## src/rtl/alu8_serial_pkg.sv

```systemverilog
// rtl/alu8_serial_pkg.sv - mode encodings and FSM state type shared by the ALU family
package alu8_serial_pkg;

  localparam logic [2:0] MODE_PLUS = 3'b000;
  localparam logic [2:0] MODE_AND  = 3'b001;
  localparam logic [2:0] MODE_OR   = 3'b010;
  localparam logic [2:0] MODE_XOR  = 3'b011;
  localparam logic [2:0] MODE_XNOR = 3'b100;

  typedef enum logic [1:0] {
    ST_IDLE = 2'd0,
    ST_RUN  = 2'd1,
    ST_DONE = 2'd2
  } state_t;

endpackage

```

## src/rtl/alu8_serial_slice.sv

```systemverilog
// rtl/alu8_serial_slice.sv - 1-bit ALU slice; reserved modes produce 0 on both outputs
module alu8_serial_slice (
  input  logic [2:0] mode,
  input  logic       a,
  input  logic       b,
  input  logic       c_in,
  output logic       x,
  output logic       c_out
);
  import alu8_serial_pkg::*;

  always_comb begin
    x     = 1'b0;
    c_out = 1'b0;
    case (mode)
      MODE_PLUS: begin
        x     = a ^ b ^ c_in;
        c_out = (a & b) | (c_in & (a ^ b));
      end
      MODE_AND:  x = a & b;
      MODE_OR:   x = a | b;
      MODE_XOR:  x = a ^ b;
      MODE_XNOR: x = ~(a ^ b);
      default: begin
        x     = 1'b0;
        c_out = 1'b0;
      end
    endcase
  end

endmodule

```

## src/rtl/alu8_serial.sv

```systemverilog
// rtl/alu8_serial.sv - bit-serial ALU, LSB first, one bit per clock through a shared 1-bit slice
module alu8_serial #(
  parameter int WIDTH = 8
) (
  input  logic             clk,
  input  logic             rst_n,
  input  logic             start,
  output logic             ready,
  input  logic [2:0]       mode,
  input  logic [WIDTH-1:0] a,
  input  logic [WIDTH-1:0] b,
  input  logic             c_in,
  output logic [WIDTH-1:0] x,
  output logic             c_out,
  output logic             done,
  output logic             busy
);
  import alu8_serial_pkg::*;

  localparam int CNT_W = $clog2(WIDTH) + 1;

  state_t             state, state_next;
  logic [2:0]         mode_q;
  logic [WIDTH-1:0]   a_q, b_q;
  logic               carry_q;
  logic [CNT_W-1:0]   cnt;
  logic [WIDTH-2:0]   sr;
  logic               slice_x, slice_c;
  logic               accept, last_bit, carry_next;

  alu8_serial_slice u_slice (
    .mode  (mode_q),
    .a     (a_q[0]),
    .b     (b_q[0]),
    .c_in  (carry_q),
    .x     (slice_x),
    .c_out (slice_c)
  );

  assign last_bit   = (cnt == CNT_W'(WIDTH - 1));
  // Carry is masked here so a slice that leaks carry in logic modes cannot corrupt c_out.
  assign carry_next = (mode_q == MODE_PLUS) & slice_c;

  always_ff @(posedge clk or negedge rst_n) begin
    if (!rst_n) state <= ST_IDLE;
    else        state <= state_next;
  end

  always_comb begin
    state_next = state;
    ready      = 1'b0;
    busy       = 1'b0;
    done       = 1'b0;
    accept     = 1'b0;
    case (state)
      ST_IDLE: begin
        ready = 1'b1;
        if (start) begin
          accept     = 1'b1;
          state_next = ST_RUN;
        end
      end
      ST_RUN: begin
        busy = 1'b1;
        if (last_bit) state_next = ST_DONE;
      end
      ST_DONE: begin
        done  = 1'b1;
        ready = 1'b1;
        if (start) begin
          accept     = 1'b1;
          state_next = ST_RUN;
        end else begin
          state_next = ST_IDLE;
        end
      end
      default: state_next = ST_IDLE;
    endcase
  end

  always_ff @(posedge clk or negedge rst_n) begin
    if (!rst_n) begin
      mode_q  <= '0;
      a_q     <= '0;
      b_q     <= '0;
      carry_q <= 1'b0;
      cnt     <= '0;
      sr      <= '0;
      x       <= '0;
      c_out   <= 1'b0;
    end else if (accept) begin
      mode_q  <= mode;
      a_q     <= a;
      b_q     <= b;
      carry_q <= (mode == MODE_PLUS) & c_in;
      cnt     <= '0;
    end else if (state == ST_RUN) begin
      a_q     <= a_q >> 1;
      b_q     <= b_q >> 1;
      carry_q <= carry_next;
      cnt     <= cnt + CNT_W'(1);
      sr      <= {slice_x, sr[WIDTH-2:1]};
      if (last_bit) begin
        x     <= {slice_x, sr};
        c_out <= carry_next;
      end
    end
  end

endmodule
```

## config.mk

```make
export PLATFORM = sky130hd
export DESIGN_NAME = alu8_serial
export DESIGN_NICKNAME = d
export VERILOG_FILES = /design/src/rtl/alu8_serial_pkg.sv /design/src/rtl/alu8_serial_slice.sv /design/src/rtl/alu8_serial.sv
export SDC_FILE = /design/constraint.sdc
export NUM_CORES = 1
export LEC_CHECK = 0
export BUFFER_PORTS_ARGS = -buffer_cell sky130_fd_sc_hd__buf_2
export CORE_MARGIN = 8
export CORE_UTILIZATION = 40
export CTS_CLUSTER_DIAMETER = 100
export DETAILED_ROUTE_END_ITERATION = 7
export GPL_ROUTABILITY_DRIVEN = 0
export GPL_TIMING_DRIVEN = 0
export PLACE_DENSITY = 0.63
export SLEW_MARGIN = 10
export SYNTH_ARGS = -nofsm -noshare
export SYNTH_HDL_FRONTEND = slang
export SYNTH_SLANG_ARGS = --single-unit
```

## constraint.sdc

```tcl
create_clock -name clk -period 1.66 [get_ports clk]
set_clock_uncertainty 0.15 [all_clocks]
set_input_delay 0 -clock clk [delete_from_list [all_inputs] [get_ports clk]]
set_output_delay 0 -clock clk [all_outputs]
set_load 0.01 [all_outputs]
```

==> results.md <==
- Std-Cell Core Area: 4660 um2
- Syn nets: 199
- Total number of nets in the final design: 263
- Number of buffers created by CTS: 5
- Signal arrival time at the worst endpoint: 1750 ps
- Share of flip-flops with an asynchronous set or reset after synthesis: 100%
- Setup slack, reg-to-reg: -70 ps
- Share of the clock period used by the worst path: 104%
- Number of storage elements in the synthesis netlist: 42
- Drt wl/cell: 14.1 um
- Gate count of the mapped netlist: 172
- Mean number of vias per cell: 5.01
- Clock-pin slew on the worst setup and hold paths: 70 ps
- Distinct cells, synth: 34
- CP Max Fanout: 3
- End point of the worst hold path: b_q[4]
- Util after Layout: 52.1%
- Top-Level Pins: 35
- Summed area of non-filler cells in the final layout: 2430 um2
- Clock Root Buffer: sky130_fd_sc_hd__clkbuf_8
- Violated checks: negative setup slack
- FF-to-FF End: sr[6]
- Critical Path Sink Type: register
- Number of global-route vias before repair: 1,521
- Clock tree from TritonCTS: yes
- Yosys Warn Count: 0
- Power per cell area: 1710 nW/um2
- Setup WS pre-CTS: -57.4 ps
- Final Max Slew Viols: 0
- Quantity of I/O buffers inserted on ports: 34
- Die H: 84.9 um
- Row count: 25
- Tightest slew margin relative to the limit: 38.7%
- Total track usage: 11.9%
- Register-to-Register Path Depth: 4
- Status: finished, violations left
- Data required time of the worst path: 1680 ps
- Hold crit path type: input pin to register
- Initial DRC Count: 44
- Leading post-synthesis cells by cell area: sky130_fd_sc_hd__dfrtp_1, sky130_fd_sc_hd__nand2_1, sky130_fd_sc_hd__mux2_4
- Antenna cell count: 0
- Max-cap violations: 0
- Count of final hold-check violations: 0
- Post-synthesis to final-layout area growth: 28.1%
- Setup total negative slack: -129 ps
- Final Routed Wirelength: 4100 um
- Setup repair after global routing missed its margin: true
- Ratio of cells with drive above 1 in the final layout: 28.4%
- Max IR drop VDD: 0.000853 V
- Total number of vias: 1,452
- Die Area: 7200 um2
- Cells traversed along the worst timing path: fa_1 -> or3_1 -> a22oi_2 -> o21ai_1
- First-pass iteration count of the detailed router: 4
- Highest achievable clock rate: 580 MHz
- Kind of critical path: register to register
- Average size of a mapped cell: 11.0 um2
- Post-synthesis cell type with the largest combined area: sky130_fd_sc_hd__dfrtp_1
- Drc violations: 0
- Number of clock sinks seen by CTS: 42
- Number of cells traversed by the worst hold path: 5
- Number of enable-type register cells in the synthesized netlist: 0
- Final-report setup violation count: 2
- Slowest stage cell on the critical path: sky130_fd_sc_hd__fa_1
- Crit path time final: 1730 ps
- Netlist area before placement: 1900 um2
- Top FF cell, synth: sky130_fd_sc_hd__dfrtp_1
- Register area share after synthesis: 55.4%
- Remaining antenna violation count: 0
- GR Overflow Total: 0
- Maximum count of clock buffers along a single path: 2
- Largest stage delay on the critical path: 440 ps
- Antenna violations before repair: 0
- Worst R2R Start: b_q[0]
- Crit start category: register
- Largest net degree at the start of global routing: 43
- Total leakage power: 0.00124 uW
- Wire length of the first global-routing pass: 7020 um
- Worst skew pair latency: 280 ps
- Die Span X: 84.9 um
- Detailed-placement wirelength estimate: 2690 um
- Worst Min Path Start: start
- Least-Margin Pin Slew: 920 ps
- Leading cell types in the layout, fill and taps excluded: sky130_fd_sc_hd__nand2_1, sky130_fd_sc_hd__dfrtp_1, sky130_fd_sc_hd__buf_2
- Initial standard-cell utilization of the core: 40.7%
- Number of levels in the clock H-tree: 2
- Slack of the critical path: -65.6 ps
- Placed Instance Area: 2140 um2
- Yosys top cell area share: 55.4%
## worst max path at each step
stage / startpoint / end / slack, ps / cells after the start
2_1_floorplan: carry_q / sr[6] / -7 / 4
3_3_place_gp: carry_q / sr[6] / -50 / 4
3_5_place_dp: carry_q / sr[6] / -60 / 4
4_1_cts: carry_q / x[7] / -60 / 4
5_1_grt: b_q[0] / x[7] / -130 / 4
6_report: b_q[0] / sr[6] / -70 / 4
## routing by layer
layer	track usage, %	vias up	wire [um]
met5	0	-	0
met4	3.40	0	39
met3	4.05	5	238
met2	19.7	38	1910
met1	14.5	690	1910
li1	-	719	-
## area by class of cell
type,instances,area [um2]
Fill cell,414,2230
Buffer,11,73.8
Sequential cell,42,1050
Inverter,5,18.8
Clock buffer,7,76.3
Tap cell,54,67.6
Multi-Input combinational cell,113,742
Timing Repair Buffer,58,400
## cells in the mapped netlist, drive strengths merged (3+ instances only)
master / n
a22oi: 13
a22o: 3
clkbuf: 3
nand2: 42
inv: 5
dfrtp: 42
a221o: 3
o21ai: 4
nand3: 15
nand2b: 3
buf: 9
mux2: 10
ha: 3
## critical path, delay by kind of cell (launching register included)
kind	cells	cell delay, ps
AO/OA/AOI/OAI	2	280
adder cells (fa/ha/maj)	1	440
AND/OR/NAND/NOR	1	320
flip-flops	1	420
## power breakdown
part | leakage (uW) | switching, uW | internal [uW]
clock network | 0.0000383 | 311 | 289
logic | 0.000663 | 901 | 891
registers | 0.000537 | 300 | 1470
## state kept, by name (all words and copies together), names as in the netlist
register  count
a_q           8
b_q           8
c_out         1
carry_q       1
cnt           4
mode_q        3
sr            7
state         2
x             8
## repair_timing
item | 4_1_cts | 5_1_grt
buffers inserted | 2 | 2
hold endpoints to repair | 62 | 0
pin swaps | 0 | 1
gates resized for setup | 1 | 1
setup endpoints to repair | 10 | 12
hold buffers | 20 | 0
## kinds of logic after synthesis
group	share of synthesized area, %
AO/OA/AOI/OAI	10.4
adder cells (fa/ha/maj)	3.03
buffers and inverters	5.87
flip-flops	55.4
multiplexers	8.05
AND/OR/NAND/NOR	17.2
## stage by stage
| stage | power, uW | hold WS, ps | instances |
|---|---|---|---|
| 6_report | 4160 | 55.6 | 290 |
| 5_1_grt | 4480 | 94.9 | 290 |
| 4_1_cts | 4200 | 53.9 | 289 |
| 3_5_place_dp | 3520 | 51.1 | 260 |
| 3_3_place_gp | 3490 | 41.4 | 260 |
| 2_1_floorplan | 3020 | -446 | 172 |
(Power assumes the default switching activity.)
